==> config.mk <==
export PLATFORM = sky130hd
export DESIGN_NAME = instr_loader
export DESIGN_NICKNAME = d
export VERILOG_FILES = /design/src/rtl/instr_loader.sv
export SDC_FILE = /design/constraint.sdc
export NUM_CORES = 1
export LEC_CHECK = 0
export CAP_MARGIN = 5
export CORE_UTILIZATION = 30
export CTS_BUF_LIST = sky130_fd_sc_hd__clkbuf_4
export DETAILED_ROUTE_END_ITERATION = 6
export PLACE_DENSITY = 0.55
export SLEW_MARGIN = 0
export SYNTH_ARGS = -nofsm -noshare
export SYNTH_HDL_FRONTEND = slang
export SYNTH_SLANG_ARGS = --single-unit
==> constraint.sdc <==
create_clock -name clk -period 4.12 [get_ports clk]
set_clock_uncertainty 0.05 [all_clocks]
set_input_delay 0.824 -clock clk [delete_from_list [all_inputs] [get_ports clk]]
set_output_delay 0.824 -clock clk [all_outputs]
set_load 0.02 [all_outputs]
==> src/rtl/instr_loader.sv <==
// Boot-image loader: parses a 4-byte little-endian length header, then streams
// payload bytes into instruction memory while holding the core in reset.
module instr_loader #(
    parameter logic [31:0] BASE_ADDR     = 32'hBFC00000,
    parameter int unsigned MEM_BYTES     = 4096,
    parameter int unsigned ADDRESS_WIDTH = 32,
    parameter int unsigned DATA_WIDTH    = 8
) (
    input  logic                     clk,
    input  logic                     rst,
    input  logic                     start_i,
    input  logic                     s_valid_i,
    input  logic [DATA_WIDTH-1:0]    s_data_i,
    output logic                     s_ready_o,
    output logic                     we_o,
    output logic [ADDRESS_WIDTH-1:0] waddr_o,
    output logic [DATA_WIDTH-1:0]    wdata_o,
    output logic                     cpu_rst_o,
    output logic                     done_o,
    output logic                     err_o,
    output logic [7:0]               checksum_o
);
    localparam int unsigned LEN_W     = 32;
    localparam int unsigned HDR_BYTES = 4;

    typedef enum logic [2:0] {
        S_HDR  = 3'd0,
        S_EVAL = 3'd1,
        S_LOAD = 3'd2,
        S_DONE = 3'd3,
        S_ERR  = 3'd4
    } state_t;

    state_t                   r_state;
    state_t                   w_next;
    logic [1:0]               r_hdr_cnt;
    logic [LEN_W-1:0]         r_len;
    logic [ADDRESS_WIDTH-1:0] r_cnt;
    logic                     r_ready;
    logic                     r_we;
    logic                     r_cpu_rst;
    logic                     r_done;
    logic                     r_err;
    logic [ADDRESS_WIDTH-1:0] r_waddr;
    logic [DATA_WIDTH-1:0]    r_wdata;
    logic [7:0]               r_sum;

    logic w_fire;
    logic w_last;
    logic w_rearm;
    logic w_ready_d;
    logic w_cpu_rst_d;
    logic w_done_d;
    logic w_err_d;

    assign w_fire  = s_valid_i && r_ready;
    assign w_last  = (LEN_W'(r_cnt) == (r_len - LEN_W'(1)));
    assign w_rearm = start_i && ((r_state == S_DONE) || (r_state == S_ERR));

    always_ff @(posedge clk) begin
        if (rst) begin
            r_state <= S_HDR;
        end else begin
            r_state <= w_next;
        end
    end

    // S_EVAL is the single cycle in which the assembled length is judged
    always_comb begin
        w_next = r_state;
        case (r_state)
            S_HDR: begin
                if (w_fire && (r_hdr_cnt == 2'(HDR_BYTES - 1))) begin
                    w_next = S_EVAL;
                end
            end
            S_EVAL: begin
                if (r_len == '0) begin
                    w_next = S_DONE;
                end else if (r_len > LEN_W'(MEM_BYTES)) begin
                    w_next = S_ERR;
                end else begin
                    w_next = S_LOAD;
                end
            end
            S_LOAD: begin
                if (w_fire && w_last) begin
                    w_next = S_DONE;
                end
            end
            S_DONE, S_ERR: begin
                if (start_i) begin
                    w_next = S_HDR;
                end
            end
            default: w_next = S_HDR;
        endcase
    end

    always_comb begin
        w_ready_d   = 1'b0;
        w_cpu_rst_d = 1'b1;
        w_done_d    = 1'b0;
        w_err_d     = 1'b0;
        case (w_next)
            S_HDR, S_LOAD: w_ready_d = 1'b1;
            S_DONE: begin
                w_done_d    = 1'b1;
                w_cpu_rst_d = 1'b0;
            end
            S_ERR:   w_err_d = 1'b1;
            default: w_ready_d = 1'b0;
        endcase
    end

    // Status flags are registered from the next state so they line up with the last write
    always_ff @(posedge clk) begin
        if (rst) begin
            r_hdr_cnt <= '0;
            r_len     <= '0;
            r_cnt     <= '0;
            r_we      <= 1'b0;
            r_waddr   <= ADDRESS_WIDTH'(BASE_ADDR);
            r_wdata   <= '0;
            r_sum     <= '0;
            r_ready   <= 1'b1;
            r_cpu_rst <= 1'b1;
            r_done    <= 1'b0;
            r_err     <= 1'b0;
        end else begin
            r_ready   <= w_ready_d;
            r_cpu_rst <= w_cpu_rst_d;
            r_done    <= w_done_d;
            r_err     <= w_err_d;
            r_we      <= 1'b0;
            if (w_rearm) begin
                r_hdr_cnt <= '0;
                r_len     <= '0;
                r_cnt     <= '0;
                r_waddr   <= ADDRESS_WIDTH'(BASE_ADDR);
                r_wdata   <= '0;
                r_sum     <= '0;
            end else if (w_fire && (r_state == S_HDR)) begin
                r_len[{r_hdr_cnt, 3'b000} +: 8] <= 8'(s_data_i);
                r_hdr_cnt                       <= r_hdr_cnt + 2'd1;
            end else if (w_fire && (r_state == S_LOAD)) begin
                r_we    <= 1'b1;
                r_waddr <= ADDRESS_WIDTH'(BASE_ADDR) + r_cnt;
                r_wdata <= s_data_i;
                r_sum   <= r_sum + 8'(s_data_i);
                r_cnt   <= r_cnt + ADDRESS_WIDTH'(1);
            end
        end
    end

    assign s_ready_o  = r_ready;
    assign we_o       = r_we;
    assign waddr_o    = r_waddr;
    assign wdata_o    = r_wdata;
    assign cpu_rst_o  = r_cpu_rst;
    assign done_o     = r_done;
    assign err_o      = r_err;
    assign checksum_o = r_sum;

endmodule

==> results.cfg <==
[drt]
postRouteWirelength_um = 17600
met2_length_um = 7680
wl_per_cell_um = 15.4
iteration_0_drc_count_of_the_detailed_router = 417
detail-route-antenna-nets = 0
dr_wl_met3_um = 828
drcViolationCount = 0
post_drt_via_cell_ratio = 5.03
routed.top_layer = met5
vias = 5745
met1Wirelength_um = 8730
drt_pre_antenna_iters = 4

[setup_path]
critPathMaxFanout = 9
classification_of_the_worst_setup_path = flop to flop
timing.critical_path.required_ns = 4.53
end_kind = flop
timing.critical_path.arrival_ns = 3.82
critPathLaunchType = flop

[global_routing]
grt_max_degree = 56
global_route.overflow_total = 0
number_of_global_route_vias_before_repair = 5413
wire_length_of_the_first_global_routing_pass_um = 28600
grt_antenna_before_repair = 2
grt.total_usage_pct = 16.8

[finish]
drive_above_1_share_pct = 6.20
design.final.nets = 887
layout.cells.most_common = nand2_1
highest_count_cells_in_the_layout_ignoring_fill_and_taps = 148 x nand2_1, 122 x dfxtp_1, 88 x a21oi_1
area.growth.synth_to_final_pct = 18.8
multi_input_comb_area_sq_mm = 0.00365
post_layout_nonfiller_instances = 1142
sequential_cell_area_sq_mm = 0.00244
layout.filler_cells = 2177

[power]
vdd_ir_drop_max_uv = 187
internal_power_mw = 1.70
total_power_mw = 2.46
netSwitchingFraction_pct = 30.6
power_per_cell_area_mw_per_mm2 = 326
clockPowerShare_pct = 34.8
switching_power_uw = 751
power.share.sequential_pct = 49.2
p_leak_nw = 2.67
comb_power_share_pct = 16.0

[clock_network]
post-cts-setup-buffers = 0
cts_buffer_depth = 2
tritoncts_num_sinks = 122
cts_hold_buffers = 0
tritoncts = yes
clock_latency_ns = 0.57
cts_resized = 0
root_buffer = clkbuf_4
cts-buffers-inserted = 17
clock_tree.htree_level_count = 4
cts.clk_slew.worst_paths_ns = 0.12

[synthesis]
synthesis.nets = 841
edff_count_synth = 0
synth_ff_type = dfxtp_1
ys_ff_latch = 122
synthesis.area_sq_mm = 0.00634
yosys.area_share.simple_pct = 29.0
yosysWarnings = 0
post_synth_xor_area_fraction_pct = 10.1
synthesized_area_fraction_occupied_by_ao_oa_aoi_and_oai_cells_pct = 14.3
synth-adder-area-share_pct = 3.47
synthMuxAreaShare_pct = 0.473
yosysSeqAreaShare_pct = 38.5
netlist-cell-type-count = 58
main_combinational_cell_family_by_area_after_synthesis = simple AND/OR/NAND/NOR gates
synthesis.instances = 812
ys_async_sr_fraction_pct = 0
post_synth.cell_area_avg_sq_um = 7.81

[worst_hold_path]
hold_path_class = flop to flop

[sta]
timing.final.setup_violations = 0
worst_slew_margin_rel_pct = 36.1
fin_crit_ns = 3.41
slew_viol_final = 0
grt_setup_unrepaired = no
layout_setup_ws_ns = 0.711
layout_worst_path_cycle_share_pct = 82.7
max_freq_mhz = 293
timing_worst_slew_pin_value_ns = 0.957
hold_viol_final = 0
timing.setup.tns_ns = 0

[floorplan]
area_enclosed_by_the_die_boundary_sq_mm = 0.0217
count_of_standard_cell_rows = 52
dieWidth_um = 147
boundaryPins = 65
initial_core_utilization_pct = 31.0
die_height_um = 147
core_area_sq_mm = 0.0205

[flow_run]
maxCapViolations = 0

[placement]
place_inst = 1109
finalWeightedCongestion = 0.892
place_ws_ns = 0.478
hpwl_um = 12700
io_buffers = 64

[outcome]
status = completed
-- through the flow --
stage	area [sq um]	hold WS (ns)	util, %
CTS	7540	0.416	36.8
global placement	7260	0.395	35.4
floorplan	6340	0.401	-
detailed placement	7260	0.399	35.4
finish	7540	0.411	36.8
global route	7540	0.433	36.8
-- power groups by stage --
stage	registers (mW)	logic, mW	clock network [mW]
2_1_floorplan	1.23	0.280	0
3_3_place_gp	1.23	0.392	0
3_5_place_dp	1.23	0.392	0
4_1_cts	1.21	0.394	0.883
5_1_grt	1.21	0.438	0.937
6_report	1.21	0.394	0.854
-- kinds of logic after synthesis --
logic type | Yosys count
AND/OR/NAND/NOR | 376
AO/OA/AOI/OAI | 153
flip-flops | 122
XOR/XNOR | 73
buffers and inverters | 68
adder cells (fa/ha/maj) | 17
multiplexers | 3
-- registers in the layout (all words and copies together) (netlist names), 2 cells and up --
name        count
wdata_o         8
waddr_o        32
r_len          32
checksum_o      8
r_hdr_cnt       2
r_state         3
r_cnt          32
-- Yosys cell counts (6+ instances only) --
master | number | share of area (%)
nand2_1 | 149 | 8.8
dfxtp_1 | 122 | 39
a21oi_1 | 88 | 6.9
nor2_1 | 54 | 3.2
nand3_1 | 43 | 3.4
clkbuf_1 | 40 | 2.4
xnor2_1 | 37 | 5.1
xor2_1 | 36 | 5.0
nor3_1 | 23 | 1.8
nand4_1 | 19 | 1.9
inv_1 | 18 | 1.1
ha_1 | 16 | 3.2
nor4_1 | 16 | 1.6
o21ai_0 | 15 | 1.2
or3_1 | 15 | 1.5
o211ai_1 | 11 | 1.3
buf_1 | 8 | 0.47
and2_1 | 7 | 0.69
nor3b_1 | 7 | 0.83
and3_1 | 6 | 0.59
-- per-layer routing --
| metal | GRT usage, % | vias to the layer above |
|---|---|---|
| li1 | - | 2931 |
| met1 | 23.4 | 2670 |
| met2 | 25.2 | 119 |
| met3 | 3.83 | 23 |
| met4 | 6.34 | 2 |
| met5 | 0 | - |
-- final timing paths --
| kind | from | to | slack [ns] | cells past startpoint |
|---|---|---|---|---|
| max | r_len[0]$_SDFFE_PP0P_ | s_ready_o$_SDFF_PP1_ | 0.71 | 10 |
| min | waddr_o[16]$_SDFFE_PP0P_ | waddr_o[16]$_SDFFE_PP0P_ | 0.41 | 2 |
| max reg2reg | r_len[0]$_SDFFE_PP0P_ | s_ready_o$_SDFF_PP1_ | 0.71 | 10 |
| min reg2reg | waddr_o[16]$_SDFFE_PP0P_ | waddr_o[16]$_SDFFE_PP0P_ | 0.41 | 2 |
-- layout make-up --
type | instances | share of cell area, %
repair buffers | 77 | 10.1
clock inverters | 15 | 2.01
well taps | 270 | 4.48
flip-flops and latches | 122 | 32.4
multi-input cells | 622 | 48.4
clock buffers | 17 | 1.69
diodes | 1 | 0.0332
inverters | 18 | 0.896
-- critical path, cell delays in order (launching register included) --
cell and delay (ns):
dfxtp_1 0.38, inv_1 0.08, ha_1 0.17, nor3b_1 0.61, buf_4 0.28, nand3_1 0.09
xnor2_1 0.16, a2111oi_0 0.55, nand4_1 0.20, or4_4 0.55, o21ba_1 0.19
Note: power is estimated with default switching activity, not from simulation.
